### src/rtl/hh_neuron_scheduler_pkg.sv
// Shared definitions for the Hodgkin-Huxley neuron scheduler: FSM encoding,
// per-neuron reset constants and the default engine timeout.
package hh_neuron_scheduler_pkg;

  typedef enum logic [2:0] {
    ST_IDLE,
    ST_ISSUE,
    ST_WAIT,
    ST_WRITE,
    ST_OUTPUT
  } state_e;

  // Resting membrane potential of -65 stored as 16-bit two's complement (16'hFFBF).
  localparam logic signed [15:0] V_REST = -16'sd65;
  localparam logic [15:0]        M0     = 16'd0;
  localparam logic [15:0]        H0     = 16'd1;
  localparam logic [15:0]        N0     = 16'd0;

  localparam int TIMEOUT_DEFAULT = 255;
  localparam int WAIT_CNT_W      = 8;

endpackage

### src/rtl/hh_neuron_scheduler_if.sv
// Engine operand/result handshake plus the V-sample valid/ready stream.
// The master side is the scheduler; the slave side is the engine and sample consumer.
interface hh_neuron_scheduler_if #(
  parameter int DW    = 16,
  parameter int IDX_W = 2
) ();

  logic             eng_start;
  logic [DW-1:0]    eng_v;
  logic [DW-1:0]    eng_m;
  logic [DW-1:0]    eng_h;
  logic [DW-1:0]    eng_n;
  logic [DW-1:0]    eng_i;
  logic [DW-1:0]    eng_dt;
  logic             eng_done;
  logic [DW-1:0]    eng_v_next;
  logic [DW-1:0]    eng_m_next;
  logic [DW-1:0]    eng_h_next;
  logic [DW-1:0]    eng_n_next;

  logic             out_valid;
  logic             out_ready;
  logic [IDX_W-1:0] out_idx;
  logic [DW-1:0]    out_v;

  modport master (
    output eng_start, eng_v, eng_m, eng_h, eng_n, eng_i, eng_dt,
    input  eng_done, eng_v_next, eng_m_next, eng_h_next, eng_n_next,
    output out_valid, out_idx, out_v,
    input  out_ready
  );

  modport slave (
    input  eng_start, eng_v, eng_m, eng_h, eng_n, eng_i, eng_dt,
    output eng_done, eng_v_next, eng_m_next, eng_h_next, eng_n_next,
    input  out_valid, out_idx, out_v,
    output out_ready
  );

endinterface

### src/rtl/hh_neuron_scheduler_regfile.sv
// Per-neuron state store {V,m,h,n,I}: one combinational read port, a state write
// port used by the scheduler and an independent current write port for configuration.
module hh_state_regfile
  import hh_neuron_scheduler_pkg::*;
#(
  parameter int N_NEURONS = 4,
  parameter int IDX_W     = 2,
  parameter int DW        = 16
) (
  input  logic             clock,
  input  logic             reset_n,
  input  logic [IDX_W-1:0] rd_idx,
  output logic [DW-1:0]    rd_v,
  output logic [DW-1:0]    rd_m,
  output logic [DW-1:0]    rd_h,
  output logic [DW-1:0]    rd_n,
  output logic [DW-1:0]    rd_i,
  input  logic             wr_en,
  input  logic [IDX_W-1:0] wr_idx,
  input  logic [DW-1:0]    wr_v,
  input  logic [DW-1:0]    wr_m,
  input  logic [DW-1:0]    wr_h,
  input  logic [DW-1:0]    wr_n,
  input  logic             cfg_we,
  input  logic [IDX_W-1:0] cfg_idx,
  input  logic [DW-1:0]    cfg_current
);

  logic [DW-1:0] v_q [N_NEURONS];
  logic [DW-1:0] m_q [N_NEURONS];
  logic [DW-1:0] h_q [N_NEURONS];
  logic [DW-1:0] n_q [N_NEURONS];
  logic [DW-1:0] i_q [N_NEURONS];
  logic [DW-1:0] v_d [N_NEURONS];
  logic [DW-1:0] m_d [N_NEURONS];
  logic [DW-1:0] h_d [N_NEURONS];
  logic [DW-1:0] n_d [N_NEURONS];
  logic [DW-1:0] i_d [N_NEURONS];

  // State and current are separate fields, so a writeback and a cfg write to the same neuron both land.
  always_comb begin
    v_d = v_q;
    m_d = m_q;
    h_d = h_q;
    n_d = n_q;
    i_d = i_q;
    if (wr_en) begin
      v_d[wr_idx] = wr_v;
      m_d[wr_idx] = wr_m;
      h_d[wr_idx] = wr_h;
      n_d[wr_idx] = wr_n;
    end
    if (cfg_we && (int'(cfg_idx) < N_NEURONS)) begin
      i_d[cfg_idx] = cfg_current;
    end
  end

  always_ff @(posedge clock or negedge reset_n) begin
    if (!reset_n) begin
      for (int k = 0; k < N_NEURONS; k++) begin
        v_q[k] <= DW'(V_REST);
        m_q[k] <= DW'(M0);
        h_q[k] <= DW'(H0);
        n_q[k] <= DW'(N0);
        i_q[k] <= '0;
      end
    end else begin
      v_q <= v_d;
      m_q <= m_d;
      h_q <= h_d;
      n_q <= n_d;
      i_q <= i_d;
    end
  end

  assign rd_v = v_q[rd_idx];
  assign rd_m = m_q[rd_idx];
  assign rd_h = h_q[rd_idx];
  assign rd_n = n_q[rd_idx];
  assign rd_i = i_q[rd_idx];

endmodule

### src/rtl/hh_neuron_scheduler.sv
// Time-multiplexes one Hodgkin-Huxley update engine over N_NEURONS neurons,
// one sweep per step_tick, presenting each updated V on a valid/ready port.
module hh_neuron_scheduler
  import hh_neuron_scheduler_pkg::*;
#(
  parameter int N_NEURONS = 4,
  parameter int IDX_W     = 2,
  parameter int DW        = 16,
  parameter int TIMEOUT   = TIMEOUT_DEFAULT
) (
  input  logic                 clock,
  input  logic                 reset_n,
  input  logic                 step_tick,
  input  logic [DW-1:0]        dt,
  input  logic                 cfg_we,
  input  logic [IDX_W-1:0]     cfg_idx,
  input  logic [DW-1:0]        cfg_current,
  hh_neuron_scheduler_if.master bus,
  output logic                 busy,
  output logic                 sweep_done,
  output logic                 overrun,
  output logic                 eng_err
);

  localparam logic [IDX_W-1:0]      LAST_IDX   = IDX_W'(N_NEURONS - 1);
  localparam logic [WAIT_CNT_W-1:0] WAIT_LIMIT = WAIT_CNT_W'(TIMEOUT - 1);

  state_e                state_q, state_d;
  logic [IDX_W-1:0]      idx_q, idx_d;
  logic [IDX_W-1:0]      rd_idx;
  logic [WAIT_CNT_W-1:0] wait_cnt_q, wait_cnt_d;
  logic                  pending_q, pending_d;
  logic                  overrun_q, overrun_d;
  logic                  eng_err_q, eng_err_d;
  logic                  sweep_done_q, sweep_done_d;
  logic [DW-1:0]         op_v_q, op_v_d, op_m_q, op_m_d, op_h_q, op_h_d;
  logic [DW-1:0]         op_n_q, op_n_d, op_i_q, op_i_d, op_dt_q, op_dt_d;
  logic [DW-1:0]         res_v_q, res_v_d, res_m_q, res_m_d;
  logic [DW-1:0]         res_h_q, res_h_d, res_n_q, res_n_d;
  logic [DW-1:0]         out_v_q, out_v_d;
  logic [DW-1:0]         rd_v, rd_m, rd_h, rd_n, rd_i;
  logic                  wr_en;
  logic                  load_ops;

  // Operands are only ever loaded on entry to ISSUE: idx 0 from IDLE, idx+1 from OUTPUT.
  assign rd_idx = (state_q == ST_OUTPUT) ? idx_q + IDX_W'(1) : '0;

  hh_state_regfile #(
    .N_NEURONS (N_NEURONS),
    .IDX_W     (IDX_W),
    .DW        (DW)
  ) u_regfile (
    .clock       (clock),
    .reset_n     (reset_n),
    .rd_idx      (rd_idx),
    .rd_v        (rd_v),
    .rd_m        (rd_m),
    .rd_h        (rd_h),
    .rd_n        (rd_n),
    .rd_i        (rd_i),
    .wr_en       (wr_en),
    .wr_idx      (idx_q),
    .wr_v        (res_v_q),
    .wr_m        (res_m_q),
    .wr_h        (res_h_q),
    .wr_n        (res_n_q),
    .cfg_we      (cfg_we),
    .cfg_idx     (cfg_idx),
    .cfg_current (cfg_current)
  );

  always_comb begin
    state_d      = state_q;
    idx_d        = idx_q;
    wait_cnt_d   = wait_cnt_q;
    pending_d    = pending_q;
    overrun_d    = overrun_q;
    eng_err_d    = eng_err_q;
    sweep_done_d = 1'b0;
    op_v_d       = op_v_q;
    op_m_d       = op_m_q;
    op_h_d       = op_h_q;
    op_n_d       = op_n_q;
    op_i_d       = op_i_q;
    op_dt_d      = op_dt_q;
    res_v_d      = res_v_q;
    res_m_d      = res_m_q;
    res_h_d      = res_h_q;
    res_n_d      = res_n_q;
    out_v_d      = out_v_q;
    wr_en        = 1'b0;
    load_ops     = 1'b0;

    if (step_tick && (state_q != ST_IDLE)) begin
      if (pending_q) overrun_d = 1'b1;
      else           pending_d = 1'b1;
    end

    case (state_q)
      ST_IDLE: begin
        if (step_tick || pending_q) begin
          state_d   = ST_ISSUE;
          idx_d     = '0;
          pending_d = step_tick && pending_q;
          load_ops  = 1'b1;
        end
      end
      ST_ISSUE: begin
        state_d    = ST_WAIT;
        wait_cnt_d = '0;
      end
      // Results are only valid during the eng_done pulse, so capture them here for WRITE.
      ST_WAIT: begin
        if (bus.eng_done) begin
          res_v_d = bus.eng_v_next;
          res_m_d = bus.eng_m_next;
          res_h_d = bus.eng_h_next;
          res_n_d = bus.eng_n_next;
          out_v_d = bus.eng_v_next;
          state_d = ST_WRITE;
        end else if (wait_cnt_q == WAIT_LIMIT) begin
          eng_err_d = 1'b1;
          out_v_d   = op_v_q;
          state_d   = ST_OUTPUT;
        end else begin
          wait_cnt_d = wait_cnt_q + WAIT_CNT_W'(1);
        end
      end
      ST_WRITE: begin
        wr_en   = 1'b1;
        state_d = ST_OUTPUT;
      end
      ST_OUTPUT: begin
        if (bus.out_ready) begin
          if (idx_q == LAST_IDX) begin
            sweep_done_d = 1'b1;
            state_d      = ST_IDLE;
          end else begin
            idx_d    = idx_q + IDX_W'(1);
            state_d  = ST_ISSUE;
            load_ops = 1'b1;
          end
        end
      end
      default: state_d = ST_IDLE;
    endcase

    if (load_ops) begin
      op_v_d  = rd_v;
      op_m_d  = rd_m;
      op_h_d  = rd_h;
      op_n_d  = rd_n;
      op_i_d  = rd_i;
      op_dt_d = dt;
    end
  end

  always_ff @(posedge clock or negedge reset_n) begin
    if (!reset_n) begin
      state_q      <= ST_IDLE;
      idx_q        <= '0;
      wait_cnt_q   <= '0;
      pending_q    <= 1'b0;
      overrun_q    <= 1'b0;
      eng_err_q    <= 1'b0;
      sweep_done_q <= 1'b0;
      op_v_q       <= '0;
      op_m_q       <= '0;
      op_h_q       <= '0;
      op_n_q       <= '0;
      op_i_q       <= '0;
      op_dt_q      <= '0;
      res_v_q      <= '0;
      res_m_q      <= '0;
      res_h_q      <= '0;
      res_n_q      <= '0;
      out_v_q      <= '0;
    end else begin
      state_q      <= state_d;
      idx_q        <= idx_d;
      wait_cnt_q   <= wait_cnt_d;
      pending_q    <= pending_d;
      overrun_q    <= overrun_d;
      eng_err_q    <= eng_err_d;
      sweep_done_q <= sweep_done_d;
      op_v_q       <= op_v_d;
      op_m_q       <= op_m_d;
      op_h_q       <= op_h_d;
      op_n_q       <= op_n_d;
      op_i_q       <= op_i_d;
      op_dt_q      <= op_dt_d;
      res_v_q      <= res_v_d;
      res_m_q      <= res_m_d;
      res_h_q      <= res_h_d;
      res_n_q      <= res_n_d;
      out_v_q      <= out_v_d;
    end
  end

  assign bus.eng_start = (state_q == ST_ISSUE);
  assign bus.eng_v     = op_v_q;
  assign bus.eng_m     = op_m_q;
  assign bus.eng_h     = op_h_q;
  assign bus.eng_n     = op_n_q;
  assign bus.eng_i     = op_i_q;
  assign bus.eng_dt    = op_dt_q;
  assign bus.out_valid = (state_q == ST_OUTPUT);
  assign bus.out_idx   = idx_q;
  assign bus.out_v     = out_v_q;

  assign busy       = (state_q != ST_IDLE);
  assign sweep_done = sweep_done_q;
  assign overrun    = overrun_q;
  assign eng_err    = eng_err_q;

endmodule
### src/flat_wrapper.sv
// flat-port wrapper written by rule: the top's interface ports become plain ports
module hh_neuron_scheduler_flat import hh_neuron_scheduler_pkg::*;
#(
  parameter int N_NEURONS = 4,
  parameter int IDX_W     = 2,
  parameter int DW        = 16,
  parameter int TIMEOUT   = TIMEOUT_DEFAULT
)
  (clock, reset_n, step_tick, dt, cfg_we, cfg_idx, cfg_current, busy, sweep_done, overrun, eng_err, bus_eng_start, bus_eng_v, bus_eng_m, bus_eng_h, bus_eng_n, bus_eng_i, bus_eng_dt, bus_eng_done, bus_eng_v_next, bus_eng_m_next, bus_eng_h_next, bus_eng_n_next, bus_out_valid, bus_out_idx, bus_out_v, bus_out_ready);
  hh_neuron_scheduler_if #(.DW(DW), .IDX_W(IDX_W)) bus_i ();
  input  logic clock;
  input  logic reset_n;
  input  logic step_tick;
  input  logic [DW-1:0] dt;
  input  logic cfg_we;
  input  logic [IDX_W-1:0] cfg_idx;
  input  logic [DW-1:0] cfg_current;
  output logic busy;
  output logic sweep_done;
  output logic overrun;
  output logic eng_err;
  output wire logic [$bits(bus_i.eng_start)-1:0] bus_eng_start;
  output wire logic [$bits(bus_i.eng_v)-1:0] bus_eng_v;
  output wire logic [$bits(bus_i.eng_m)-1:0] bus_eng_m;
  output wire logic [$bits(bus_i.eng_h)-1:0] bus_eng_h;
  output wire logic [$bits(bus_i.eng_n)-1:0] bus_eng_n;
  output wire logic [$bits(bus_i.eng_i)-1:0] bus_eng_i;
  output wire logic [$bits(bus_i.eng_dt)-1:0] bus_eng_dt;
  input wire logic [$bits(bus_i.eng_done)-1:0] bus_eng_done;
  input wire logic [$bits(bus_i.eng_v_next)-1:0] bus_eng_v_next;
  input wire logic [$bits(bus_i.eng_m_next)-1:0] bus_eng_m_next;
  input wire logic [$bits(bus_i.eng_h_next)-1:0] bus_eng_h_next;
  input wire logic [$bits(bus_i.eng_n_next)-1:0] bus_eng_n_next;
  output wire logic [$bits(bus_i.out_valid)-1:0] bus_out_valid;
  output wire logic [$bits(bus_i.out_idx)-1:0] bus_out_idx;
  output wire logic [$bits(bus_i.out_v)-1:0] bus_out_v;
  input wire logic [$bits(bus_i.out_ready)-1:0] bus_out_ready;
  assign bus_eng_start = bus_i.eng_start;
  assign bus_eng_v = bus_i.eng_v;
  assign bus_eng_m = bus_i.eng_m;
  assign bus_eng_h = bus_i.eng_h;
  assign bus_eng_n = bus_i.eng_n;
  assign bus_eng_i = bus_i.eng_i;
  assign bus_eng_dt = bus_i.eng_dt;
  assign bus_i.eng_done = bus_eng_done;
  assign bus_i.eng_v_next = bus_eng_v_next;
  assign bus_i.eng_m_next = bus_eng_m_next;
  assign bus_i.eng_h_next = bus_eng_h_next;
  assign bus_i.eng_n_next = bus_eng_n_next;
  assign bus_out_valid = bus_i.out_valid;
  assign bus_out_idx = bus_i.out_idx;
  assign bus_out_v = bus_i.out_v;
  assign bus_i.out_ready = bus_out_ready;
  hh_neuron_scheduler #(.N_NEURONS(N_NEURONS), .IDX_W(IDX_W), .DW(DW), .TIMEOUT(TIMEOUT)) u_core (.clock(clock), .reset_n(reset_n), .step_tick(step_tick), .dt(dt), .cfg_we(cfg_we), .cfg_idx(cfg_idx), .cfg_current(cfg_current), .bus(bus_i), .busy(busy), .sweep_done(sweep_done), .overrun(overrun), .eng_err(eng_err));
endmodule
### config.mk
export PLATFORM = sky130hd
export DESIGN_NAME = hh_neuron_scheduler_flat
export DESIGN_NICKNAME = d
export VERILOG_FILES = /design/src/rtl/hh_neuron_scheduler_pkg.sv /design/src/rtl/hh_neuron_scheduler_if.sv /design/src/rtl/hh_neuron_scheduler_regfile.sv /design/src/rtl/hh_neuron_scheduler.sv /design/src/flat_wrapper.sv
export SDC_FILE = /design/constraint.sdc
export NUM_CORES = 1
export LEC_CHECK = 0
export BUFFER_PORTS_ARGS = -buffer_cell sky130_fd_sc_hd__clkbuf_2
export CAP_MARGIN = 20
export CORE_MARGIN = 2
export CORE_UTILIZATION = 44
export DETAILED_ROUTE_END_ITERATION = 8
export GPL_ROUTABILITY_DRIVEN = 1
export HOLD_SLACK_MARGIN = 0.08
export SYNTH_ARGS = -nofsm -noshare
export SYNTH_HDL_FRONTEND = slang
export SYNTH_SLANG_ARGS = --single-unit
### constraint.sdc
create_clock -name clock -period 3.75 [get_ports clock]
set_input_delay 0.5625 -clock clock [delete_from_list [all_inputs] [get_ports clock]]
set_output_delay 0.5625 -clock clock [all_outputs]
set_load 0.02 [all_outputs]
Word-level counts from Yosys, hierarchy flattened
Index checks and enable logic that the tools add are counted.
{"block": "word_totals", "ff_bits": 513, "rom_bits": 0, "out_inout_bits": 120, "latch_bits": 0, "wordCells": 129, "n_memories": 0, "mem_bits_rw": 0}
{"block": "op_classes", "add_sub_neg": 2, "shift": 0, "n_eq_ne": 12, "magnitude_cmp": 5, "multipliers": 0, "div_mod_pow": 0, "bitwise_logic": 4, "muxes": 51, "n_reduce_logical": 17}
{"operator": "$bwmux W64", "count": 5}
{"operator": "$mux W16", "count": 14}
{"operator": "$bmux W16 S2", "count": 5}
{"operator": "$demux W16 S2", "count": 2}
{"operator": "$mux W8", "count": 2}
{"operator": "$pmux W8 S2", "count": 1}
{"operator": "$pmux W3 S5", "count": 1}
{"operator": "$mux W3", "count": 4}
{"operator": "$mux W1", "count": 11}
{"operator": "$ge A3 B3 Y1 const B", "count": 3}
{"operator": "$not A2 Y3", "count": 3}
{"operator": "$reduce_and A3 Y1", "count": 3}
{"operator": "$add A8 B1 Y8 const B", "count": 1}
{"operator": "$eq A8 B8 Y1 const B", "count": 1}
{"operator": "$mux W2", "count": 4}
{"operator": "$eq A3 B2 Y1 const B", "count": 2}
{"operator": "$lt A3 B1 Y1 const B", "count": 2}
{"operator": "$ne A2 B2 Y1 const B", "count": 3}
{"operator": "$reduce_and A2 Y1", "count": 3}
{"operator": "$reduce_bool A2 Y1", "count": 3}
{"operator": "$logic_and A1 B1 Y1", "count": 4}
{"operator": "$ne A2 B1 Y1 const B", "count": 2}
{"operator": "$pmux W2 S2", "count": 1}
{"operator": "$reduce_and A4 Y1", "count": 1}
{"operator": "10 further kinds", "count": 10}

Logic depth before layout (Yosys ltp)
Gate-level depths: netlist of the first run.
{"block": "logic_depth", "word_depth": 6, "mapped_depth": 9}

Cells and area by module
Synthesis of the first run repeated with hierarchy kept, for this count alone.
{"block": "hier_totals", "hier_cells": 1253, "area_unflattened_um2": 21644.5}
{"module": "hh_state_regfile", "instances": 1, "cells_per_inst": 777, "area_each_um2": 13922.1}
{"module": "hh_neuron_scheduler", "instances": 1, "cells_per_inst": 476, "area_each_um2": 7722.4}

Worst setup path after synthesis of the first run
No wires, ideal clock.
{"block": "synth_path", "path_kind": "register to register", "startpoint": "register u_core.idx_q[0], in the netlist u_core.bus.out_idx[0]", "endpoint": "register u_core.op_v_q[15], in the netlist u_core.bus.eng_v[15]", "path_buffers": 4, "required_time_ns": 3.613, "setup_slack_ns": 1.072, "t_arrival_ns": 2.541, "period_less_slack_ns": 2.678, "setup_time_ns": 0.137, "path_stages_with_launch": 10, "cell_sequence": "dfrtp_1 > clkbuf_1 > clkbuf_1 > inv_1 > ha_1 > or2_2 > clkbuf_1 > clkbuf_1 > o32ai_1 > o31ai_1"}
{"block": "synth_between", "elab_chain_cells": 6, "word_cells_on_any_way": 10, "classes_between": "1 x add/sub; 1 x eq/ne; 7 x mux; 1 x bitwise"}
{"item": "from (decl)", "line_no": "hh_neuron_scheduler.sv:29", "rtl": "logic [IDX_W-1:0] idx_q, idx_d;"}
{"item": "from (signal assigned)", "line_no": "hh_neuron_scheduler.sv:180", "rtl": "idx_q <= idx_d;"}
{"item": "$add A2 B1 Y2", "line_no": "hh_neuron_scheduler.sv:46", "rtl": "assign rd_idx = (state_q == ST_OUTPUT) ? idx_q + IDX_W'(1) : '0;"}
{"item": "$mux W2", "line_no": "hh_neuron_scheduler.sv:46"}
{"item": "$not A2 Y3 (implied by the code)", "line_no": "hh_neuron_scheduler_regfile.sv:76", "rtl": "assign rd_v = v_q[rd_idx];"}
{"item": "$bmux W16 S2", "line_no": "hh_neuron_scheduler_regfile.sv:76"}
{"item": "$mux W16 (implied by the code) (2 in a row)", "line_no": "hh_neuron_scheduler_regfile.sv:76"}
{"item": "to (signal assigned)", "line_no": "hh_neuron_scheduler.sv:186", "rtl": "op_v_q <= op_v_d;"}
{"item": "to (decl)", "line_no": "hh_neuron_scheduler.sv:36", "rtl": "logic [DW-1:0] op_v_q, op_v_d, op_m_q, op_m_d, op_h_q, op_h_d;"}
Parallel ways exist; a longest one is shown, timed or not. The select of a mux whose other input is x is not followed.
A chain may end at the register's enable or synchronous reset.

Worst setup path after layout of the first run
{"block": "layout_path", "startpoint": "register u_core.state_q[1]", "endpoint": "output bus_out_valid"}
{"block": "layout_between", "elab_chain_cells": 1}
{"item": "from (decl)", "line_no": "hh_neuron_scheduler.sv:28", "rtl": "state_e state_q, state_d;"}
{"item": "from (signal assigned)", "line_no": "hh_neuron_scheduler.sv:179", "rtl": "state_q <= state_d;"}
{"item": "$eq A3 B3 Y1", "line_no": "hh_neuron_scheduler.sv:207", "rtl": "assign bus.out_valid = (state_q == ST_OUTPUT);"}
{"item": "to (decl)", "line_no": "flat_wrapper.sv:34", "rtl": "output wire logic [$bits(bus_i.out_valid)-1:0] bus_out_valid;"}
Every way passes these cells.

==> out/results.txt, run 1 <==
Number of vias per cell: 5.668
Horizontal extent of the die: 226.6 um
Cell with the largest stage delay on the worst path: sky130_fd_sc_hd__dfrtp_1
Final-report max-slew violation count: 0
Worst IR drop on VDD: 0.0004237 V
Later-pin clock latency in the skew report: 0.59 ns
Slew of the pin with the lowest slew margin: 1.112 ns
# setup viols final: 0
Cell Count Post-Placement: 2347
Final Hold Fails: 0
Depth of the CTS H-tree: 2
Total vias in the final route: 13.89k
Power per standard cell area: 852.2 nW/um2
DRC violations left: 0
GR Util All Layers: 21.17%
Number of synthesized register bits: 513
Outcome: finished, final reports clean
Cells on Worst Hold Path: 2
Global route total overflow: 0
Slack of the worst reg-to-reg path: 0.83 ns
Commonest cells after routing, fill and taps aside: 512 x sky130_fd_sc_hd__mux2_2, 448 x sky130_fd_sc_hd__dfrtp_1, 222 x sky130_fd_sc_hd__clkbuf_2
Avg Inst Size Synth: 14.11 um2
Clock root buffer: sky130_fd_sc_hd__clkbuf_16
Final HPWL from detailed placement: 31690 um
Vias in the first global route: 14.42k
First-iteration detailed-routing DRC count: 754
Standard cell core area: 48950 um2
Post-route setup TNS: 0 ns
Number of filler cells placed in the layout: 4174
Antenna violations before repair: 1
Clock tree from TritonCTS: yes
Total number of nets in the final design: 1851
Share of flip-flops with an asynchronous set or reset: 100.0%
Worst reg2reg endpoint: u_core.bus.eng_m[7]$_DFFE_PN0P_
Post-route ant nets: 0
Fraction of the mapped netlist area in compound gates: 8.879%
Proportion of layout cells with a drive suffix above 1: 52.30%
Yosys top cell area share: 51.54%
Top_reg_cell synth: sky130_fd_sc_hd__dfrtp_1
Number of maximum-capacitance constraint violations: 0
Arithmetic-cell share of the synthesized area counting full adders, half adders and majority gates: 0.3903%
Mapped Nets: 1655
Final Cycle Share: 79.93%
Worst endpoint data arrival time: 2.44 ns
Layout Skew: 0.01496 ns
Warning count from the yosys run: 0
Postcts setup bufs: 0
Most frequent standard cell in the layout excluding fill and tap cells: sky130_fd_sc_hd__mux2_2
Worst Path Class, Setup: flip-flop to output port
I/O pin count: 224
Routed wirelength normalized by instance count: 21.87 um
Worst-path maximum fanout: 32
Type of origin of the critical path: flip-flop
Highest Clock Rate: 333.6 MHz
Type of destination of the critical path: output port
Class of the worst hold path: input pin to flip-flop
Final GP Congestion: 0.7441
Non-filler cells, final: 2451
Die extent in y: 226.6 um
Min-delay src: bus_eng_m_next[1]
Buffer depth of the longest clock path: 3
Library cell occupying the most area in the post-synthesis netlist: sky130_fd_sc_hd__dfrtp_1
Pin count of the biggest net entering global routing: 92
Die area: 51340 um2
Total wirelength of the detailed-routed design: 53590 um
Leakage power figure: 11.81 nW
Top post-synthesis cells by area: sky130_fd_sc_hd__dfrtp_1 52%, sky130_fd_sc_hd__mux2_2 26%, sky130_fd_sc_hd__dfstp_2 7.7%
Starting density of the core: 44.54%
Terminating pin of the worst hold path: u_core.res_m_q[1]$_DFFE_PN0P_
Share of synthesized area spent on multiplexers: 26.45%
Synth Area in XOR/XNOR: 0%
Number of synthesized flops with an enable pin: 0
Hold_buf cts: 1
Count of TritonRoute iterations in the first routing pass: 7
Post-synthesis cell type count: 41
Number of CTS-inserted buffers: 54
Post-synthesis share of cell area spent on and, or, nand and nor gates: 2.738%
Unrepaired setup endpoints after global routing: no
Max_slew headroom: 25.85%
Sink count of the clock tree: 513
Time the final worst path needs with I/O delays and setup: 2.998 ns
Combinational family with the most area after synthesis: multiplexers
Post-synthesis instance total: 1545
Cells along the critical path: nor2_1 -> nand2_4 -> clkinv_2 -> buf_4 -> clkbuf_2
Clock input transition at the sequential cells of the worst setup and hold paths: 0.06 ns
Cts repair resizes: 0
Global-route wire length before repair: 84040 um
Site row count: 81
Count of input and output buffers: 223
Required time at the endpoint of the critical path: 3.19 ns
Number of cells on the worst reg-to-reg path: 5
FF-to-FF Start: u_core.bus.out_idx[0]$_DFFE_PN0P_
Share of the yosys chip area belonging to registers: 59.25%
Stage delay of the slowest cell on the critical path: 0.49 ns
P&R area growth vs syn: 17.25%
Post-Syn Area: 21800 um2
[registers in the layout (all words and copies together), names as in the netlist, 2 cells and up]
signal	flops
u_core.u_regfile.i_q	64
u_core.u_regfile.n_q	64
u_core.u_regfile.v_q	64
u_core.wait_cnt_q	8
u_core.bus.eng_m	16
u_core.bus.eng_v	16
u_core.state_q	3
u_core.bus.out_idx	2
u_core.res_n_q	16
u_core.u_regfile.h_q	64
u_core.bus.eng_i	16
u_core.bus.out_v	16
u_core.u_regfile.m_q	64
u_core.res_h_q	16
u_core.res_v_q	16
u_core.res_m_q	16
u_core.bus.eng_dt	16
u_core.bus.eng_h	16
u_core.bus.eng_n	16
[layout make-up]
class	count	area [um2]	share of cell area [%]
clock inverter	14	101.3	0.3965
clock buffer	87	1719	6.726
sequential	513	12920	50.55
timing repair buffer	253	1511	5.913
tap	664	830.8	3.250
multi-input combinational	912	8447	33.05
inverter	7	27.53	0.1077
antenna	1	2.502	0.009790
[critical path, delay by kind of cell, from the launching register on]
| kind | cells | cell delay [ns] |
|---|---|---|
| AND/OR/NAND/NOR | 2 | 0.50 |
| flip-flops | 1 | 0.49 |
| buffers and inverters | 3 | 0.83 |
[cells in the mapped netlist, types with 2 or more instances]
cell type / number
sky130_fd_sc_hd__mux2_2: 512
sky130_fd_sc_hd__dfrtp_1: 449
sky130_fd_sc_hd__nand2_1: 96
sky130_fd_sc_hd__o31ai_1: 83
sky130_fd_sc_hd__o22ai_1: 80
sky130_fd_sc_hd__o32ai_1: 80
sky130_fd_sc_hd__clkbuf_1: 75
sky130_fd_sc_hd__dfstp_2: 64
sky130_fd_sc_hd__buf_2: 34
sky130_fd_sc_hd__nand3_1: 8
sky130_fd_sc_hd__inv_1: 7
sky130_fd_sc_hd__ha_1: 6
sky130_fd_sc_hd__nor2_1: 5
sky130_fd_sc_hd__o21ai_0: 5
sky130_fd_sc_hd__a21oi_1: 4
sky130_fd_sc_hd__buf_1: 3
sky130_fd_sc_hd__nand2b_1: 3
sky130_fd_sc_hd__nor3_1: 3
sky130_fd_sc_hd__and3_1: 2
sky130_fd_sc_hd__nand3b_1: 2
sky130_fd_sc_hd__o211ai_1: 2
sky130_fd_sc_hd__or3_1: 2
sky130_fd_sc_hd__or4_1: 2
[worst max path at each step]
stage | from | end | slack (ns) | cells after the start
after global placement | u_core.bus.out_idx[0]$_DFFE_PN0P_ | u_core.bus.eng_v[13]$_DFFE_PN0P_ | 0.90 | 5
after global routing | u_core.state_q[1]$_DFFE_PN0P_ | bus_out_valid | 0.63 | 5
after floorplan | u_core.bus.out_idx[0]$_DFFE_PN0P_ | u_core.bus.eng_v[15]$_DFFE_PN0P_ | 1.07 | 9
after detailed placement | u_core.bus.out_idx[0]$_DFFE_PN0P_ | u_core.bus.eng_m[7]$_DFFE_PN0P_ | 0.81 | 5
final | u_core.state_q[1]$_DFFE_PN0P_ | bus_out_valid | 0.75 | 5
after CTS | u_core.state_q[1]$_DFFE_PN0P_ | bus_out_valid | 0.73 | 5
[per-stage QoR]
step           instance area, um2  hold WS [ns]  utilization, %  total power, mW  setup WS, ns
2_1_floorplan               21800        0.2669               -            13.88         1.072
3_3_place_gp                23700        0.4641           48.42            16.27        0.9035
3_5_place_dp                23700        0.4698           48.42            16.56        0.8132
4_1_cts                     25530        0.1618           52.16            22.01        0.7314
5_1_grt                     25560        0.1772           52.22            23.05        0.6296
6_report                    25560        0.1979           52.22            21.78        0.7525
[routing by layer]
layer / vias to the layer above / part of all wire, % / GRT usage (%)
met5: - / 0 / 0
met4: 0 / 2.1 / 6.346
met3: 75 / 3.8 / 2.825
met2: 293 / 49 / 34.88
met1: 7315 / 46 / 29.26
li1: 6209 / - / -
[kinds of logic after synthesis]
family,count (synthesis)
fa+ha+maj,7
compound gates,260
flops,513
simple gates,133
buf+inv,120
mux,512
[where the power goes]
part	switching, mW	internal [mW]	total, mW
clock network	2.19	3.20	5.39
registers	1.63	7.65	9.28
logic	3.88	3.23	7.11
No activity file was read; power rests on OpenSTA's default activity.
==> run 2: changes to the inputs <==
Clock period 3.75 ns to 2.8 ns, I/O delays scaled along.
==> run 2 against run 1 <==
Critical path depth is 2 lower. Non-clock buffer count is 98 higher. Die area stayed put. Setup slack worse by 0.41 ns. Utilization is 2.1 points higher. Power is 36% higher. Sequential power is 33% higher. First-iteration DRC count is 1.2% higher.
==> out/results.txt, run 2 (same netlist as run 1, synthesis figures left out) <==
Outcome: finished, final reports clean
Standard cell core area: 48950 um2 (unchanged)
Count of TritonRoute iterations in the first routing pass: 5 (-2)
Total vias in the final route: 14.25k (+2.6%)
Standard cell area after detailed placement: 23920 um2 (+0.95%)
Slew of the pin with the lowest slew margin: 0.6434 ns (-0.4688 ns)
Buffer depth of the longest clock path: 3 (unchanged)
Die extent in y: 226.6 um (unchanged)
Cell Count Post-Placement: 2366 (+0.81%)
Finished Core Util: 54.34% (+2.1 points)
Worst Path Class, Setup: flip-flop to output port
Pin count of the biggest net entering global routing: 96 (+4.3%)
Proportion of layout cells with a drive suffix above 1: 50.42% (-1.9 points)
Depth of the CTS H-tree: 2 (unchanged)
Post-route ant nets: 0 (unchanged)
Switching Fraction: 35.09% (-0.28 points)
Flop pwr share: 41.5% (-1.1 points)
Cells along the critical path: or3b_2 -> inv_1 -> clkbuf_2
Cell Int Power: 19.20 mW (+36%)
Type of origin of the critical path: flip-flop
DRC violations left: 0 (unchanged)
Non-filler cells, final: 2550 (+4.0%)
Horizontal extent of the die: 226.6 um (unchanged)
Later-pin clock latency in the skew report: 0.61 ns (+0.02 ns)
Vias in the first global route: 14.76k (+2.4%)
Worst-path maximum fanout: 9 (-72%)
Most frequent standard cell in the layout excluding fill and tap cells: sky130_fd_sc_hd__mux2_2
GR Util All Layers: 21.47% (+0.31 points)
Final standard cell area without fillers: 26600 um2 (+4.1%)
Met2 wire len: 26810 um (+3.1%)
Final GP Congestion: 0.7386 (-0.74%)
Total number of nets in the final design: 1951 (+5.4%)
Power per standard cell area: 1112 nW/um2 (+31%)
Highest Clock Rate: 406.6 MHz
P&R area growth vs syn: 22.01%
Count of input and output buffers: 223 (unchanged)
Global-route wire length before repair: 85620 um (+1.9%)
Global route total overflow: 0 (unchanged)
Fraction of power consumed by combinational cells: 33.4% (+0.7 points)
Die area: 51340 um2 (unchanged)
Commonest cells after routing, fill and taps aside: 512 x sky130_fd_sc_hd__mux2_2, 448 x sky130_fd_sc_hd__dfrtp_1, 222 x sky130_fd_sc_hd__clkbuf_2
Net switching power: 10.38 mW (+35%)
Max_slew headroom: 56.82% (+31 points)
DR WL met3: 2115 um (+2.7%)
Starting density of the core: 44.54% (unchanged)
Required time at the endpoint of the critical path: 2.38 ns (-0.81 ns)
Wire length on met1: 24640 um (+0.94%)
Post-route setup TNS: 0 ns (unchanged)
Time the final worst path needs with I/O delays and setup: 2.459 ns
Layout Skew: 0.02466 ns (+0.009703 ns)
Type of destination of the critical path: output port
Sink count of the clock tree: 513 (unchanged)
First-iteration detailed-routing DRC count: 763 (+1.2%)
Final Cycle Share: 87.84%
Class of the worst hold path: input pin to flip-flop
Number of vias per cell: 5.589 (-1.4%)
Number of maximum-capacitance constraint violations: 0 (unchanged)
Diode insertion count for antenna repair: 0 (-1)
Antenna violations before repair: 0 (-1)
Unrepaired setup endpoints after global routing: no
Slack of the worst reg-to-reg path: 0.49 ns (-0.34 ns)
Share of total power in the clock network: 25.1% (+0.4 points)
Highest routed metal layer: met4
Site row count: 81 (unchanged)
Number of CTS-inserted buffers: 56 (+3.7%)
Leakage power figure: 12.26 nW (+3.8%)
Hold slack: 0.08805 ns (-0.1098 ns)
Total wirelength of the detailed-routed design: 54490 um (+1.7%)
Final-report max-slew violation count: 0 (unchanged)
I/O pin count: 224 (unchanged)
Clock input transition at the sequential cells of the worst setup and hold paths: 0.06 ns (about the same)
Worst endpoint data arrival time: 2.04 ns (-0.40 ns)
Clock tree from TritonCTS: yes
Worst IR drop on VDD: 0.0006836 V (+61%)
Final HPWL from detailed placement: 32550 um (+2.7%)
Final Hold Fails: 0 (unchanged)
Cell with the largest stage delay on the worst path: sky130_fd_sc_hd__or3b_2
Stage delay of the slowest cell on the critical path: 0.57 ns (+0.08 ns)
Clock root buffer: sky130_fd_sc_hd__clkbuf_16
Routed wirelength normalized by instance count: 21.37 um (-2.3%)
# setup viols final: 0 (unchanged)
## run 2: cell types whose count changed in the layout (fill, tap and decap cells not counted), moves of 3 or more
cell,change
sky130_fd_sc_hd__dlygate4sd3_1,+80
sky130_fd_sc_hd__clkbuf_1,+3
sky130_fd_sc_hd__buf_12,+7
sky130_fd_sc_hd__clkbuf_8,-10
sky130_fd_sc_hd__buf_4,+12
sky130_fd_sc_hd__bufinv_16,+5
## run 2: layer usage
layer / track usage [%] / vias to the layer above
met5: 0 / -
met4: 5.709 / 0
met3: 2.993 / 64
met2: 35.76 / 311
met1: 29.56 / 7454
li1: - / 6424
## run 2: repair_timing
action | CTS | global route
hold buffers | 81 | 0
setup buffers | 0 | 0
endpoints found under the hold margin | 139 | 0
resized for setup | 0 | 0
## run 2: power by group through the flow
stage	clock (mW)	combinational [mW]	sequential (mW)
floorplan	0	6.01	12.6
global placement	0	9.67	12.2
detailed placement	0	9.91	12.4
CTS	7.62	10.0	12.3
global route	7.92	10.7	12.7
finish	7.42	9.89	12.3
## run 2: path summary, 6_finish.rpt
check,startpoint,to,depth (start not counted)
worst max register to register,u_core.bus.out_idx[0]$_DFFE_PN0P_,u_core.bus.eng_h[8]$_DFFE_PN0P_,5
worst max-delay path,u_core.state_q[2]$_DFFE_PN0P_,bus_eng_start,3
min in group asynchronous,reset_n,u_core.overrun$_DFFE_PN0P_,2
worst min-delay path,bus_eng_m_next[10],u_core.res_m_q[10]$_DFFE_PN0P_,2
max in group asynchronous,reset_n,u_core.u_regfile.v_q[48]$_DFFE_PN1P_,3
worst min register to register,u_core.overrun$_DFFE_PN0P_,u_core.overrun$_DFFE_PN0P_,1
## run 2: per-stage QoR
stage | power, mW | setup WS [ns]
detailed placement | 22.27 | 0.4983
global route | 31.30 | 0.2464
finish | 29.59 | 0.3406
CTS | 29.90 | 0.3006
global placement | 21.88 | 0.5556
floorplan | 18.59 | 0.1222
## run 2: layout make-up
class | instances | area [um2]
Multi-Input combinational cell | 912 | 8441
Fill cell | 4136 | 22350
Clock inverter | 24 | 296.5
Clock buffer | 79 | 1568
Sequential cell | 513 | 12920
Inverter | 7 | 27.53
Tap cell | 664 | 830.8
Timing Repair Buffer | 351 | 2515
## run 2: critical path: cells and delay by family, from the launching register on
| kind | cells | cell delay, ns |
|---|---|---|
| buffers and inverters | 2 | 0.37 |
| AND/OR/NAND/NOR | 1 | 0.57 |
| flip-flops | 1 | 0.49 |
==> run 3: changes to the inputs <==
Settings changed: ABC_AREA set to 1.
==> run 3 against run 2 <==
Synthesized cell count increased by 89%. Via count increased by 35%. Non-clock buffer count decreased by 5. Power about the same. Combinational power increased by 8%. Sequential power decreased by 4%. Maximum frequency decreased by 4.9%. Largest power group unchanged.
==> out/results.txt, run 3 <==
Outcome: finished, final reports clean
Proportion of layout cells with a drive suffix above 1: 13.98% (-36 points)
Number of CTS-inserted buffers: 56 (unchanged)
Layout Skew: 0.01818 ns (-0.006483 ns)
Die extent in y: 232.8 um (+2.7%)
Final HPWL from detailed placement: 38100 um (+17%)
Sink count of the clock tree: 513 (unchanged)
Max_slew headroom: 32.92% (-24 points)
Depth of the CTS H-tree: 2 (unchanged)
Die area: 54190 um2 (+5.5%)
Fraction of the mapped netlist area in compound gates: 9.333% (+0.45 points)
Library cell occupying the most area in the post-synthesis netlist: sky130_fd_sc_hd__dfrtp_1
Post-Syn Area: 23030 um2 (+5.6%)
Top post-synthesis cells by area: sky130_fd_sc_hd__dfrtp_1 49%, sky130_fd_sc_hd__nand2_1 17%, sky130_fd_sc_hd__o21ai_0 8.0%
Worst endpoint data arrival time: 2.17 ns (+0.13 ns)
Power per standard cell area: 1082 nW/um2 (-2.7%)
Yosys top cell area share: 48.79% (-2.8 points)
Worst Path Class, Setup: flip-flop to output port
Highest Clock Rate: 386.7 MHz (-4.9%)
Share of the yosys chip area belonging to registers: 56.09% (-3.2 points)
Finished Core Util: 53.07% (-1.3 points)
Number of vias per cell: 4.979 (-11%)
Arithmetic-cell share of the synthesized area counting full adders, half adders and majority gates: 0.3260% (-0.064 points)
Synth Area in XOR/XNOR: 0.07606% (+0.076 points)
DRC violations left: 0 (unchanged)
Share of synthesized area spent on multiplexers: 0% (-26 points)
Starting density of the core: 44.71% (+0.18 points)
Antenna violations before repair: 0 (unchanged)
Warning count from the yosys run: 0 (unchanged)
Diode insertion count for antenna repair: 0 (unchanged)
Clock input transition at the sequential cells of the worst setup and hold paths: 0.06 ns (about the same)
Final-report max-slew violation count: 0 (unchanged)
Share of flip-flops with an asynchronous set or reset: 100.0% (unchanged)
Later-pin clock latency in the skew report: 0.61 ns (about the same)
Unrepaired setup endpoints after global routing: no
Number of maximum-capacitance constraint violations: 0 (unchanged)
Final Hold Fails: 0 (unchanged)
Final standard cell area without fillers: 27340 um2 (+2.8%)
Standard cell core area: 51510 um2 (+5.2%)
Net switching power: 11.87 mW (+14%)
Worst-path maximum fanout: 28 (+19)
Number of synthesized flops with an enable pin: 0 (unchanged)
Type of destination of the critical path: output port
Pin count of the biggest net entering global routing: 89 (-7.3%)
Required time at the endpoint of the critical path: 2.38 ns (about the same)
Global-route wire length before repair: 101900 um (+19%)
Commonest cells after routing, fill and taps aside: 1017 x sky130_fd_sc_hd__nand2_1, 447 x sky130_fd_sc_hd__dfrtp_1, 369 x sky130_fd_sc_hd__o21ai_0
Number of cells on the worst reg-to-reg path: 9 (+4)
Standard cell area after detailed placement: 24880 um2 (+4.0%)
Post-route ant nets: 0 (unchanged)
First-iteration detailed-routing DRC count: 1446 (+90%)
GR Util All Layers: 23.58% (+2.1 points)
Fraction of power consumed by combinational cells: 36.2% (+2.8 points)
Total wirelength of the detailed-routed design: 62540 um (+15%)
Combinational family with the most area after synthesis: simple AND/OR/NAND/NOR gates
Cts repair resizes: 0 (unchanged)
Post-synthesis instance total: 2921 (+89%)
Post-synthesis share of cell area spent on and, or, nand and nor gates: 24.92% (+22 points)
Top_reg_cell synth: sky130_fd_sc_hd__dfrtp_1
Total number of nets in the final design: 3252 (+67%)
Count of input and output buffers: 223 (unchanged)
Switching Fraction: 40.12% (+5.0 points)
Buffer depth of the longest clock path: 3 (unchanged)
Final Cycle Share: 92.35% (+4.5 points)
Total vias in the final route: 19.27k (+35%)
Clock tree from TritonCTS: yes
Routed wirelength normalized by instance count: 16.16 um (-24%)
Cell Int Power: 17.72 mW (-7.8%)
Class of the worst hold path: input pin to flip-flop
Cells on Worst Hold Path: 3 (+1)
Horizontal extent of the die: 232.8 um (+2.7%)
Top post-synthesis cells by count: 1023 x sky130_fd_sc_hd__nand2_1, 449 x sky130_fd_sc_hd__dfrtp_1, 369 x sky130_fd_sc_hd__o21ai_0
Mapped Nets: 3031 (+83%)
Time the final worst path needs with I/O delays and setup: 2.586 ns (+0.1263 ns)
I/O pin count: 224 (unchanged)
Number of synthesized register bits: 513 (unchanged)
P&R area growth vs syn: 18.69%
Most frequent standard cell in the layout excluding fill and tap cells: sky130_fd_sc_hd__nand2_1
Avg Inst Size Synth: 7.885 um2 (-44%)
Global route total overflow: 0 (unchanged)
Slew of the pin with the lowest slew margin: 1.006 ns (+0.3628 ns)
Leakage power figure: 14.42 nW (+18%)
Post-route setup TNS: 0 ns (unchanged)
Flop pwr share: 39.8% (-1.7 points)
Final GP Congestion: 0.8377 (+13%)
Vias in the first global route: 18.81k (+27%)
Top-count cell post-synth: sky130_fd_sc_hd__nand2_1
# setup viols final: 0 (unchanged)
Type of origin of the critical path: flip-flop
Worst IR drop on VDD: 0.0005258 V (-23%)
Count of TritonRoute iterations in the first routing pass: 6 (+1)
Site row count: 83 (+2.5%)
Post-synthesis cell type count: 25 (-39%)
Clock root buffer: sky130_fd_sc_hd__clkbuf_16
Share of total power in the clock network: 23.9% (-1.2 points)
run 3: per-layer routing:
layer	vias up	routed length, um	track usage, %
met5	-	0	0
met4	0	1216	6.290
met2	478	28580	38.08
met3	78	3287	3.150
met1	9240	29460	33.49
li1	9472	-	-
run 3: logic make-up after synthesis:
kind of cell,Yosys count
flops,513
buf+inv,538
simple gates,1435
compound gates,427
fa+ha+maj,6
xor+xnor,2
run 3: worst max-delay path, cell delays in order (launching register included):
cell and delay, ns:
sky130_fd_sc_hd__dfrtp_1 0.43, sky130_fd_sc_hd__nor2_4 0.26, sky130_fd_sc_hd__buf_4 0.42, sky130_fd_sc_hd__nand2_1 0.23, sky130_fd_sc_hd__clkbuf_2 0.21
run 3: worst paths after layout:
kind	slack [ns]	endpoint	startpoint
hold reg to reg	0.47	u_core.bus.eng_dt[0]$_DFFE_PN0P_	u_core.bus.eng_dt[0]$_DFFE_PN0P_
setup / recovery	0.21	busy	u_core.state_q[0]$_DFFE_PN0P_
max in group asynchronous	1.42	u_core.bus.eng_m[6]$_DFFE_PN0P_	reset_n
hold / removal	0.12	u_core.res_n_q[14]$_DFFE_PN0P_	bus_eng_n_next[14]
min in group asynchronous	0.35	u_core.res_v_q[7]$_DFFE_PN0P_	reset_n
setup reg to reg	0.54	u_core.bus.eng_m[6]$_DFFE_PN0P_	u_core.state_q[0]$_DFFE_PN0P_
run 3: layout make-up:
cell class	count	area (um2)
clock buffers	91	1684
clock inverters	15	86.33
fillers	4904	24170
inverters	355	1335
multi-input cells	1870	8046
flip-flops and latches	513	12920
well taps	680	850.8
repair buffers	346	2407
run 3: power groups by stage:
| stage | logic, mW | clock network, mW | registers, mW |
|---|---|---|---|
| CTS | 10.9 | 7.26 | 11.8 |
| finish | 10.7 | 7.08 | 11.8 |
| detailed placement | 10.7 | 0 | 11.9 |
| floorplan | 6.43 | 0 | 12.3 |
| global placement | 10.6 | 0 | 11.8 |
| global route | 12.2 | 7.56 | 12.1 |
run 3: what timing repair did:
action | CTS | global route
setup endpoints to repair | 0 | 0
hold buffers | 68 | 0
endpoints found under the hold margin | 104 | 0
buffers inserted | 0 | 0
run 3: metrics by stage:
step           cells  power, mW  hold slack [ns]  setup slack (ns)
2_1_floorplan   2921      18.76           0.1244            0.5185
3_3_place_gp    3696      22.35           0.4073            0.5729
3_5_place_dp    3696      22.61           0.4065            0.5375
4_1_cts         3870      29.90          0.08172            0.1873
5_1_grt         3870      31.91           0.1097            0.1195
6_report        3870      29.59           0.1184            0.2143
